$ cat config.mk
export PLATFORM = sky130hd
export DESIGN_NAME = ram_burst_arbiter
export DESIGN_NICKNAME = d
export VERILOG_FILES = /design/src/rtl/ram_burst_arbiter.sv
export SDC_FILE = /design/constraint.sdc
export NUM_CORES = 1
export LEC_CHECK = 0
export CAP_MARGIN = 20
export CORE_AREA = 2 2 53 75
export DETAILED_ROUTE_END_ITERATION = 7
export DIE_AREA = 0 0 55 77
export PLACE_DENSITY = 0.79
export SLEW_MARGIN = 20
export SYNTH_ARGS = -nofsm -noshare
export SYNTH_HDL_FRONTEND = slang
export SYNTH_SLANG_ARGS = --single-unit
export TNS_END_PERCENT = 100
$ cat constraint.sdc
create_clock -name clk -period 1.9 [get_ports clk]
set_input_delay 0.285 -clock clk [delete_from_list [all_inputs] [get_ports clk]]
set_output_delay 0.285 -clock clk [all_outputs]
set_load 0.02 [all_outputs]
$ cat src/rtl/ram_burst_arbiter.sv
// Two-requester RAM burst arbiter: one writer, one reader, round-robin.
// A granted requester gets BURST_LEN consecutive beats with an incrementing,
// wrapping address, followed by a one-cycle DONE with a done pulse.
// Every output comes straight from a register.
//
// state | meaning
// IDLE  | no owner; requests are arbitrated on the next edge
// BURST | one beat per cycle to the granted requester
// DONE  | burst finished; done pulse, grant released, pointer updated
module ram_burst_arbiter #(
  parameter int ADDRESS_WIDTH = 14,
  parameter int BURST_LEN     = 8
) (
  input  logic                     clk,
  input  logic                     reset,
  input  logic                     wr_req,
  input  logic [ADDRESS_WIDTH-1:0] wr_base,
  input  logic                     rd_req,
  input  logic [ADDRESS_WIDTH-1:0] rd_base,
  output logic                     wr_gnt,
  output logic                     rd_gnt,
  output logic [ADDRESS_WIDTH-1:0] ram_addr,
  output logic                     ram_en,
  output logic                     ram_we,
  output logic                     wr_done,
  output logic                     rd_done,
  output logic                     busy
);

  localparam int CW = (BURST_LEN > 1) ? $clog2(BURST_LEN) : 1;
  localparam logic [CW-1:0] LAST_BEAT = CW'(BURST_LEN - 1);

  typedef enum logic [1:0] {IDLE, BURST, DONE} state_t;

  state_t                   r_state, w_state_nxt;
  logic [ADDRESS_WIDTH-1:0] r_addr, w_addr_nxt;
  logic [CW-1:0]            r_beat, w_beat_nxt;
  logic                     r_wr_gnt, w_wr_gnt_nxt;
  logic                     r_rd_gnt, w_rd_gnt_nxt;
  logic                     r_en, w_en_nxt;
  logic                     r_we;
  logic                     r_wr_done, w_wr_done_nxt;
  logic                     r_rd_done, w_rd_done_nxt;
  logic                     r_busy;
  // 1 = reader has priority when both request (writer was served last)
  logic                     r_rr_rd, w_rr_rd_nxt;
  logic                     w_pick_rd;
  logic                     w_own_req;

  assign w_pick_rd = rd_req & (~wr_req | r_rr_rd);
  assign w_own_req = r_rd_gnt ? rd_req : wr_req;

  // State and registered outputs; reset clears everything immediately
  always_ff @(posedge clk or negedge reset) begin
    if (!reset) begin
      r_state   <= IDLE;
      r_addr    <= '0;
      r_beat    <= '0;
      r_wr_gnt  <= 1'b0;
      r_rd_gnt  <= 1'b0;
      r_en      <= 1'b0;
      r_we      <= 1'b0;
      r_wr_done <= 1'b0;
      r_rd_done <= 1'b0;
      r_busy    <= 1'b0;
      r_rr_rd   <= 1'b0;
    end else begin
      r_state   <= w_state_nxt;
      r_addr    <= w_addr_nxt;
      r_beat    <= w_beat_nxt;
      r_wr_gnt  <= w_wr_gnt_nxt;
      r_rd_gnt  <= w_rd_gnt_nxt;
      r_en      <= w_en_nxt;
      r_we      <= w_en_nxt & w_wr_gnt_nxt;
      r_wr_done <= w_wr_done_nxt;
      r_rd_done <= w_rd_done_nxt;
      r_busy    <= (w_state_nxt != IDLE);
      r_rr_rd   <= w_rr_rd_nxt;
    end
  end

  // Next-state and next-output decode
  always_comb begin
    w_state_nxt   = r_state;
    w_addr_nxt    = r_addr;
    w_beat_nxt    = r_beat;
    w_wr_gnt_nxt  = r_wr_gnt;
    w_rd_gnt_nxt  = r_rd_gnt;
    w_en_nxt      = 1'b0;
    w_wr_done_nxt = 1'b0;
    w_rd_done_nxt = 1'b0;
    w_rr_rd_nxt   = r_rr_rd;
    case (r_state)
      IDLE: begin
        if (wr_req || rd_req) begin
          w_state_nxt  = BURST;
          w_addr_nxt   = w_pick_rd ? rd_base : wr_base;
          w_beat_nxt   = '0;
          w_wr_gnt_nxt = ~w_pick_rd;
          w_rd_gnt_nxt = w_pick_rd;
          w_en_nxt     = 1'b1;
        end
      end
      BURST: begin
        if (!w_own_req) begin
          // Abort: owner withdrew; no done pulse, pointer left alone
          w_state_nxt  = IDLE;
          w_beat_nxt   = '0;
          w_wr_gnt_nxt = 1'b0;
          w_rd_gnt_nxt = 1'b0;
        end else if (r_beat == LAST_BEAT) begin
          w_state_nxt   = DONE;
          w_beat_nxt    = '0;
          w_wr_gnt_nxt  = 1'b0;
          w_rd_gnt_nxt  = 1'b0;
          w_wr_done_nxt = r_wr_gnt;
          w_rd_done_nxt = r_rd_gnt;
          w_rr_rd_nxt   = r_wr_gnt;
        end else begin
          w_beat_nxt = r_beat + CW'(1);
          w_addr_nxt = r_addr + ADDRESS_WIDTH'(1);
          w_en_nxt   = 1'b1;
        end
      end
      DONE: begin
        w_state_nxt = IDLE;
      end
      default: begin
        w_state_nxt  = IDLE;
        w_wr_gnt_nxt = 1'b0;
        w_rd_gnt_nxt = 1'b0;
      end
    endcase
  end

  assign wr_gnt   = r_wr_gnt;
  assign rd_gnt   = r_rd_gnt;
  assign ram_addr = r_addr;
  assign ram_en   = r_en;
  assign ram_we   = r_we;
  assign wr_done  = r_wr_done;
  assign rd_done  = r_rd_done;
  assign busy     = r_busy;

endmodule

==> reports/metrics.cfg, run 1 <==
[sta]
grt_setup_unrepaired = false
final-setup-viol-count = 0
post-route-worst-setup-slack_ps = 199
finClkSkew_ps = 2.76
max_freq_ghz = 0.588
hold_viol_final = 0
max_slew_margin_pct = 76.5
tightestPinTransition_ps = 352
post-route-period-util_pct = 89.5
final.min_clock_period_ps = 1700
number_of_slew_limit_violations_in_the_final_report = 0

[grt]
gr-usage-all-layers_pct = 20.1
globalRouteOverflowTotal = 0
antenna_found_initial = 0
grt_start_max_net_pins = 28
first_pass_grt_wire_length_mm = 6.52
number_of_global_route_vias_before_repair = 1444

[cells_and_area]
design.final.nets = 269
final_cell_area_mm2 = 0.00230
flow.area_growth_from_synthesis_pct = 43.3
layout_cell_share_with_drive_strength_beyond_1_pct = 13.3
antenna_cells_inserted = 0
num-fill-cells = 316

[route]
routed-via-count = 1538
drt_wl_cell_um = 14.1
finalWirelength_mm = 3.87
drt_pre_antenna_iters = 4
drt_drc_violations_left = 0
routed_via_density = 5.59
postRouteAntennaNets = 0
detailedRoute.firstIterationViolations = 45

[place]
finalWeightedCongestion = 0.911
post_place_setup_slack_ps = -26.0
detailed_place_hpwl_mm = 2.98
port_buffers = 52
placed_area_mm2 = 0.00225

[logic_synthesis]
syn-instance-count = 169
synth_nets = 204
synth_cell_types = 38
ys_seq_area_share_pct = 42.2
ys.warnings.count = 0
synthesis.area_mm2 = 0.00160
ys_ff_latch = 27
avgSynthCellArea_um2 = 9.48

[cts]
clk_pin_slew_worst_paths_ps = 90
cts_buffers = 3
clock_path_buffers = 2
h_tree_level_count = 1
hold_buffer_count_at_cts = 0
tritoncts_num_sinks = 27
cts_root_buffer = sky130_fd_sc_hd__clkbuf_8
postCtsSetupBuffers = 0
clock_network_latency_to_the_later_pin_of_the_worst_skew_pair_ps = 270
cts_tree = done
cts_repair_resize_count = 0

[die]
fp.coreArea_mm2 = 0.00358
initial_core_util_pct = 44.8
die_area_mm2 = 0.00424
num_rows = 26
pin_count = 53
die_w_um = 55
die_h_um = 77

[worst_setup_path]
max_stage_delay_ps = 430
reg2reg_depth = 6
cp_slowest_cell = sky130_fd_sc_hd__dfrtp_1
worst_setup_path_end_kind = flip-flop
crit_path_cell_trace = ha_1, and4_1, nand4_1, nor2_1, a22oi_1, o21ba_2
regToRegSetupSlack_ps = 200
worst-path-max-fanout = 5
critPathRequiredTime_ps = 2070
worst_setup_path_start_kind = flip-flop
regToRegEndpoint = ram_addr[10]
r2r-start = ram_addr[1]
path_class = flip-flop to flip-flop
critical_path_arrival_ps = 1870

[hold_path]
min_path_type = primary input to async pin

[status]
run_status = finished, final reports clean

[power_and_ir_drop]
ir_drop_mv = 0.603
p_per_area_mw_per_mm2 = 1090
power_leakage_uw = 0.00101

[run]
cap_violations = 0

routing by layer:
metal  vias to the layer above  GRT usage [%]  share of wire (%)
met5                         -              0                  0
met4                         0           6.83                1.1
met3                         4           1.17                5.6
met2                        60           33.8                 53
met1                       720           26.2                 41
li1                        754              -                  -
critical path, delay by kind of cell, from the launching register on:
kind	cells	cell delay, ps
adder cells (fa/ha/maj)	1	240
flip-flops	1	430
AO/OA/AOI/OAI	2	320
AND/OR/NAND/NOR	3	600
state kept, by name, summed over array words and instances (netlist names):
register,count
busy,1
r_beat,3
r_rr_rd,1
r_state,2
ram_addr,14
ram_en,1
ram_we,1
rd_done,1
rd_gnt,1
wr_done,1
wr_gnt,1
cell usage in the layout, fill, tap and decap left out, types with 2 or more instances in the layout:
cell type / instances
sky130_fd_sc_hd__clkdlybuf4s50_1: 52
sky130_fd_sc_hd__dfrtp_1: 27
sky130_fd_sc_hd__nor2_1: 19
sky130_fd_sc_hd__buf_4: 16
sky130_fd_sc_hd__a21oi_1: 15
sky130_fd_sc_hd__nand2_1: 12
sky130_fd_sc_hd__mux2i_1: 11
sky130_fd_sc_hd__o21ai_0: 8
sky130_fd_sc_hd__nand3_1: 7
sky130_fd_sc_hd__mux2_2: 5
sky130_fd_sc_hd__o22a_1: 5
sky130_fd_sc_hd__nand2b_1: 4
sky130_fd_sc_hd__nor3_1: 4
sky130_fd_sc_hd__nand4_1: 4
sky130_fd_sc_hd__a211oi_1: 3
sky130_fd_sc_hd__o22ai_1: 3
sky130_fd_sc_hd__a22o_1: 3
sky130_fd_sc_hd__a22oi_1: 3
sky130_fd_sc_hd__ha_1: 3
sky130_fd_sc_hd__clkbuf_8: 3
sky130_fd_sc_hd__inv_1: 2
sky130_fd_sc_hd__o21ai_1: 2
sky130_fd_sc_hd__and2_1: 2
sky130_fd_sc_hd__and3_1: 2
sky130_fd_sc_hd__and4_1: 2
sky130_fd_sc_hd__a2bb2oi_1: 2
sky130_fd_sc_hd__o32a_1: 2
synthesized netlist by cell type (all sizes together):
cell type / n / area share, %
and4: 2 / 1.1
nand2: 13 / 3.2
a21o: 1 / 0.47
a32o: 1 / 0.62
mux2: 5 / 3.5
inv: 3 / 0.70
nand2b: 4 / 1.6
o21ba: 1 / 0.62
nand3: 7 / 2.2
a22o: 3 / 1.6
o21bai: 1 / 0.47
clkbuf: 1 / 0.23
o22a: 5 / 2.7
a21oi: 15 / 4.7
dfrtp: 27 / 42
and3: 2 / 0.78
o21ai: 10 / 3.1
nor2b: 1 / 0.39
a2bb2oi: 2 / 1.1
a211oi: 3 / 1.4
nor2: 19 / 4.4
a22oi: 4 / 2.7
o32a: 2 / 1.2
nor3: 4 / 1.2
buf: 8 / 3.8
o22ai: 3 / 1.2
a211o: 1 / 0.55
or2: 1 / 0.55
and2: 2 / 0.78
nand4: 4 / 1.6
ha: 3 / 2.3
mux2i: 11 / 6.9
layout make-up:
cell class | count | area [µm²] | area share, %
Multi-Input combinational cell | 130 | 851 | 37.0
Sequential cell | 27 | 676 | 29.4
Timing Repair Buffer | 69 | 661 | 28.8
Tap cell | 42 | 52.6 | 2.29
Clock buffer | 3 | 41.3 | 1.80
Inverter | 3 | 11.3 | 0.490
Clock inverter | 1 | 5.00 | 0.218
metrics by stage:
step / hold WS (ps) / power (µW) / instances / utilization [%] / TNS (ps)
6_report: 375 / 2500 / 275 / 64.2 / 0
2_1_floorplan: -10.6 / 1600 / 169 / - / 0
5_1_grt: 413 / 2670 / 275 / 64.2 / 0
3_3_place_gp: 491 / 2170 / 271 / 62.9 / -1.50
4_1_cts: 383 / 2520 / 275 / 64.2 / 0
3_5_place_dp: 494 / 2180 / 271 / 62.9 / -46.2
worst max-delay path by stage:
| stage | startpoint | end | slack, ps |
|---|---|---|---|
| global route | ram_addr[1] | ram_addr[10] | 70 |
| floorplan | ram_addr[0] | ram_addr[10] | 240 |
| detailed placement | wr_req | ram_addr[0] | -30 |
| finish | ram_addr[1] | ram_addr[10] | 200 |
| CTS | ram_addr[3] | ram_addr[3] | 200 |
| global placement | wr_req | ram_addr[11] | -2 |
kinds of logic after synthesis:
kind of cell | share of synthesized area [%]
fa+ha+maj | 2.34
buf+inv | 4.76
flops | 42.2
compound gates | 22.6
mux | 10.4
simple gates | 17.8
where the power goes:
part	leakage (µW)	internal (µW)	switching (µW)
logic	0.000653	623	590
registers	0.000328	739	217
clock network	0.0000255	147	182
total	0.00101	1510	989
No activity file was read; power rests on OpenSTA's default activity.
==> run 2, diff against run 1 <==
--- a/config.mk
+++ b/config.mk
@@ -6,10 +6,11 @@
 export NUM_CORES = 1
 export LEC_CHECK = 0
 export CAP_MARGIN = 20
-export CORE_AREA = 2 2 53 75
+export CORE_AREA = 2 2 63 65
 export DETAILED_ROUTE_END_ITERATION = 7
-export DIE_AREA = 0 0 55 77
-export PLACE_DENSITY = 0.79
+export DIE_AREA = 0 0 65 67
+export GPL_TIMING_DRIVEN = 1
+export PLACE_DENSITY = 0.77
 export SLEW_MARGIN = 20
 export SYNTH_ARGS = -nofsm -noshare
 export SYNTH_HDL_FRONTEND = slang
==> run 2 against run 1 <==
Net effect:
- hold slack gained 1.1 ps
- sequential cell count did not move
- power is 0.77% higher
- clock power rose by 5%
- critical path depth is 5 lower
- register-to-register slack about the same
- global-route usage fell by 1.3 points
- final area shrank 1.0%
- via count is 1.3% lower
- routed wire length increased by 0.70%
- core utilization is 1.1 points lower
==> reports/metrics.cfg, run 2 (synthesized netlist as in run 1, its figures left out) <==
[cells_and_area]
antenna_cells_inserted = 0  ; unchanged
flow.area_growth_from_synthesis_pct = 41.8
stdcell_count = 278  ; +1.1%
largest_reg_flops = 14  ; unchanged
num-fill-cells = 303  ; -4.1%
layout_common_cells = sky130_fd_sc_hd__clkdlybuf4s50_1 (52), sky130_fd_sc_hd__dfrtp_1 (27), sky130_fd_sc_hd__nor2_1 (19), sky130_fd_sc_hd__a21oi_1 (15), sky130_fd_sc_hd__buf_4 (14)
area.sequential_um2 = 676  ; unchanged
design.final.nets = 266  ; -1.1%
multi_input_comb_area_um2 = 851  ; unchanged
mostFrequentLayoutCell = sky130_fd_sc_hd__clkdlybuf4s50_1
final_cell_area_mm2 = 0.00227  ; -1.0%
layout_cell_share_with_drive_strength_beyond_1_pct = 12.2  ; -1.1 points

[power_and_ir_drop]
netSwitchingPower_uw = 1010  ; +2.1%
ir_drop_mv = 0.523  ; -13%
share_seq_of_total_power_pct = 38.6  ; +0.3 points
combPwrFrac_pct = 47.7  ; -0.9 points
cell_internal_pwr_uw = 1510  ; -0.14%
p_per_area_mw_per_mm2 = 1110  ; +1.8%
power_leakage_uw = 0.000986  ; -2.0%
share_clk_of_total_power_pct = 13.7  ; +0.5 points
power.share.switching_pct = 40.1  ; +0.54 points

[cts]
clk_pin_slew_worst_paths_ps = 100  ; about the same
cts_tree = done
clock_network_latency_to_the_later_pin_of_the_worst_skew_pair_ps = 270  ; about the same
cts_buffers = 3  ; unchanged
cts_root_buffer = sky130_fd_sc_hd__clkbuf_8
clock_path_buffers = 2  ; unchanged
h_tree_level_count = 1  ; unchanged
postCtsSetupBuffers = 0  ; unchanged
tritoncts_num_sinks = 27  ; unchanged
cts_repair_resize_count = 0  ; unchanged
hold_buffer_count_at_cts = 0  ; unchanged

[place]
port_buffers = 52  ; unchanged
placed_area_mm2 = 0.00222  ; -1.2%
post_place_setup_slack_ps = 6.75  ; +32.7 ps
finalWeightedCongestion = 0.868  ; -4.7%
placed_cells_incl_taps = 274  ; +1.1%
detailed_place_hpwl_mm = 3.00  ; +0.52%

[sta]
final-setup-viol-count = 0  ; unchanged
final.min_clock_period_ps = 1720  ; +23.5 ps
finClkSkew_ps = 2.21  ; -0.546 ps
post-route-period-util_pct = 90.7  ; +1.2 points
grt_setup_unrepaired = false
post-route-worst-setup-slack_ps = 176  ; -23.5 ps
max_slew_margin_pct = 76.7  ; +0.18 points
max_freq_ghz = 0.580  ; -1.4%
number_of_slew_limit_violations_in_the_final_report = 0  ; unchanged
holdWs_ps = 376  ; +1.09 ps
hold_viol_final = 0  ; unchanged
tightestPinTransition_ps = 349  ; -2.74 ps
final.setup.tns_ps = 0  ; unchanged

[hold_path]
min_path_type = primary input to async pin

[grt]
globalRouteOverflowTotal = 0  ; unchanged
number_of_global_route_vias_before_repair = 1391  ; -3.7%
grt_start_max_net_pins = 28  ; unchanged
antenna_found_initial = 0  ; unchanged
gr-usage-all-layers_pct = 18.8  ; -1.3 points
first_pass_grt_wire_length_mm = 6.44  ; -1.2%

[die]
die_h_um = 67  ; -13%
pin_count = 53  ; unchanged
num_rows = 22  ; -15%
die_area_mm2 = 0.00436  ; +2.8%
fp.coreArea_mm2 = 0.00361  ; +0.77%
initial_core_util_pct = 44.4  ; -0.34 points
die_w_um = 65  ; +18%

[worst_setup_path]
worst-path-max-fanout = 7  ; +2
max_stage_delay_ps = 660  ; +230 ps
r2r-start = r_beat[0]
regToRegEndpoint = ram_addr[7]
regToRegSetupSlack_ps = 210  ; about the same
cp_slowest_cell = sky130_fd_sc_hd__clkdlybuf4s50_1
worst_setup_path_end_kind = primary output
worst_setup_path_start_kind = flip-flop
crit_family = buffers and inverters
path_class = flip-flop to primary output
crit_path_cell_trace = clkdlybuf4s50_1
critical_path.n_buffers_inverters = 1  ; +1
critical_path_arrival_ps = 1440  ; -430 ps
critPathRequiredTime_ps = 1620  ; -450 ps
reg2reg_depth = 7  ; +1

[route]
detailedRoute.firstIterationViolations = 66  ; +47%
met2_wire_len_mm = 1.91  ; -6.5%
drt_wl_cell_um = 14.0  ; -0.39%
top_routing_layer_in_use = met4
drt_drc_violations_left = 0  ; unchanged
postRouteAntennaNets = 0  ; unchanged
routed-via-count = 1518  ; -1.3%
routed_via_density = 5.46  ; -2.4%
wl_met3_um = 180  ; -16%
drt_pre_antenna_iters = 4  ; unchanged
finalWirelength_mm = 3.90  ; +0.70%
detail_route.wirelength.met1_mm = 1.79  ; +14%

[status]
run_status = finished, final reports clean

[run]
cap_violations = 0  ; unchanged

==> run 2: changes by cell type in the layout (fill, tap and decap cells not counted), sizes merged <==
cell / before / now
buf: 17 / 14
inv: 3 / 4
clkinv: 1 / 0
==> run 2: power groups by stage <==
stage	Sequential, µW	Clock, µW	Combinational (µW)
after floorplan	1110	0	488
after global placement	969	0	1190
after detailed placement	969	0	1210
after CTS	966	353	1210
after global routing	1000	378	1310
final	972	346	1200
==> run 2: stage by stage <==
stage	utilization [%]	power, µW
after floorplan	-	1600
after global placement	61.7	2160
after detailed placement	61.7	2170
after CTS	63.0	2530
after global routing	63.0	2690
final	63.0	2520
==> run 2: how the worst max path moves through the flow <==
stage	cells past startpoint	endpoint	slack [ps]	startpoint
2_1_floorplan	6	ram_addr[10]	240	ram_addr[0]
4_1_cts	1	ram_addr[5]	160	ram_addr[5]
3_3_place_gp	6	ram_addr[8]	50	wr_req
6_report	1	ram_addr[5]	180	ram_addr[5]
5_1_grt	7	ram_addr[13]	50	r_beat[0]
3_5_place_dp	7	ram_addr[9]	7	wr_req
==> run 2: final cells by class <==
cell class              instances  share of cell area (%)
clock inverters                 1                   0.385
repair buffers                 66                    27.5
multi-input cells             130                    37.4
clock buffers                   3                    1.82
inverters                       3                   0.495
well taps                      48                    2.64
flip-flops and latches         27                    29.7
==> run 2: worst register-to-register path, delay by kind of cell, from the launching register on <==
family	cells	cell delay (ps)
adders and majority gates	2	450
DFF	1	400
AOI/OAI and AO/OA	2	330
and+or+nand+nor	2	250
buffers and inverters	1	150
==> run 2: per-layer routing <==
| metal | up-vias | GRT usage [%] |
|---|---|---|
| met4 | 0 | 3.72 |
| met3 | 2 | 2.53 |
| met2 | 52 | 31.7 |
| met5 | - | 0 |
| li1 | 751 | - |
| met1 | 713 | 25.8 |
==> run 3, diff against run 2 <==
--- a/config.mk
+++ b/config.mk
@@ -11,7 +11,6 @@
 export DIE_AREA = 0 0 65 67
 export GPL_TIMING_DRIVEN = 1
 export PLACE_DENSITY = 0.77
-export SLEW_MARGIN = 20
 export SYNTH_ARGS = -nofsm -noshare
 export SYNTH_HDL_FRONTEND = slang
 export SYNTH_SLANG_ARGS = --single-unit
==> results of run 3 <==
The final DEF is identical to that of run 2; final timing and power are the same.
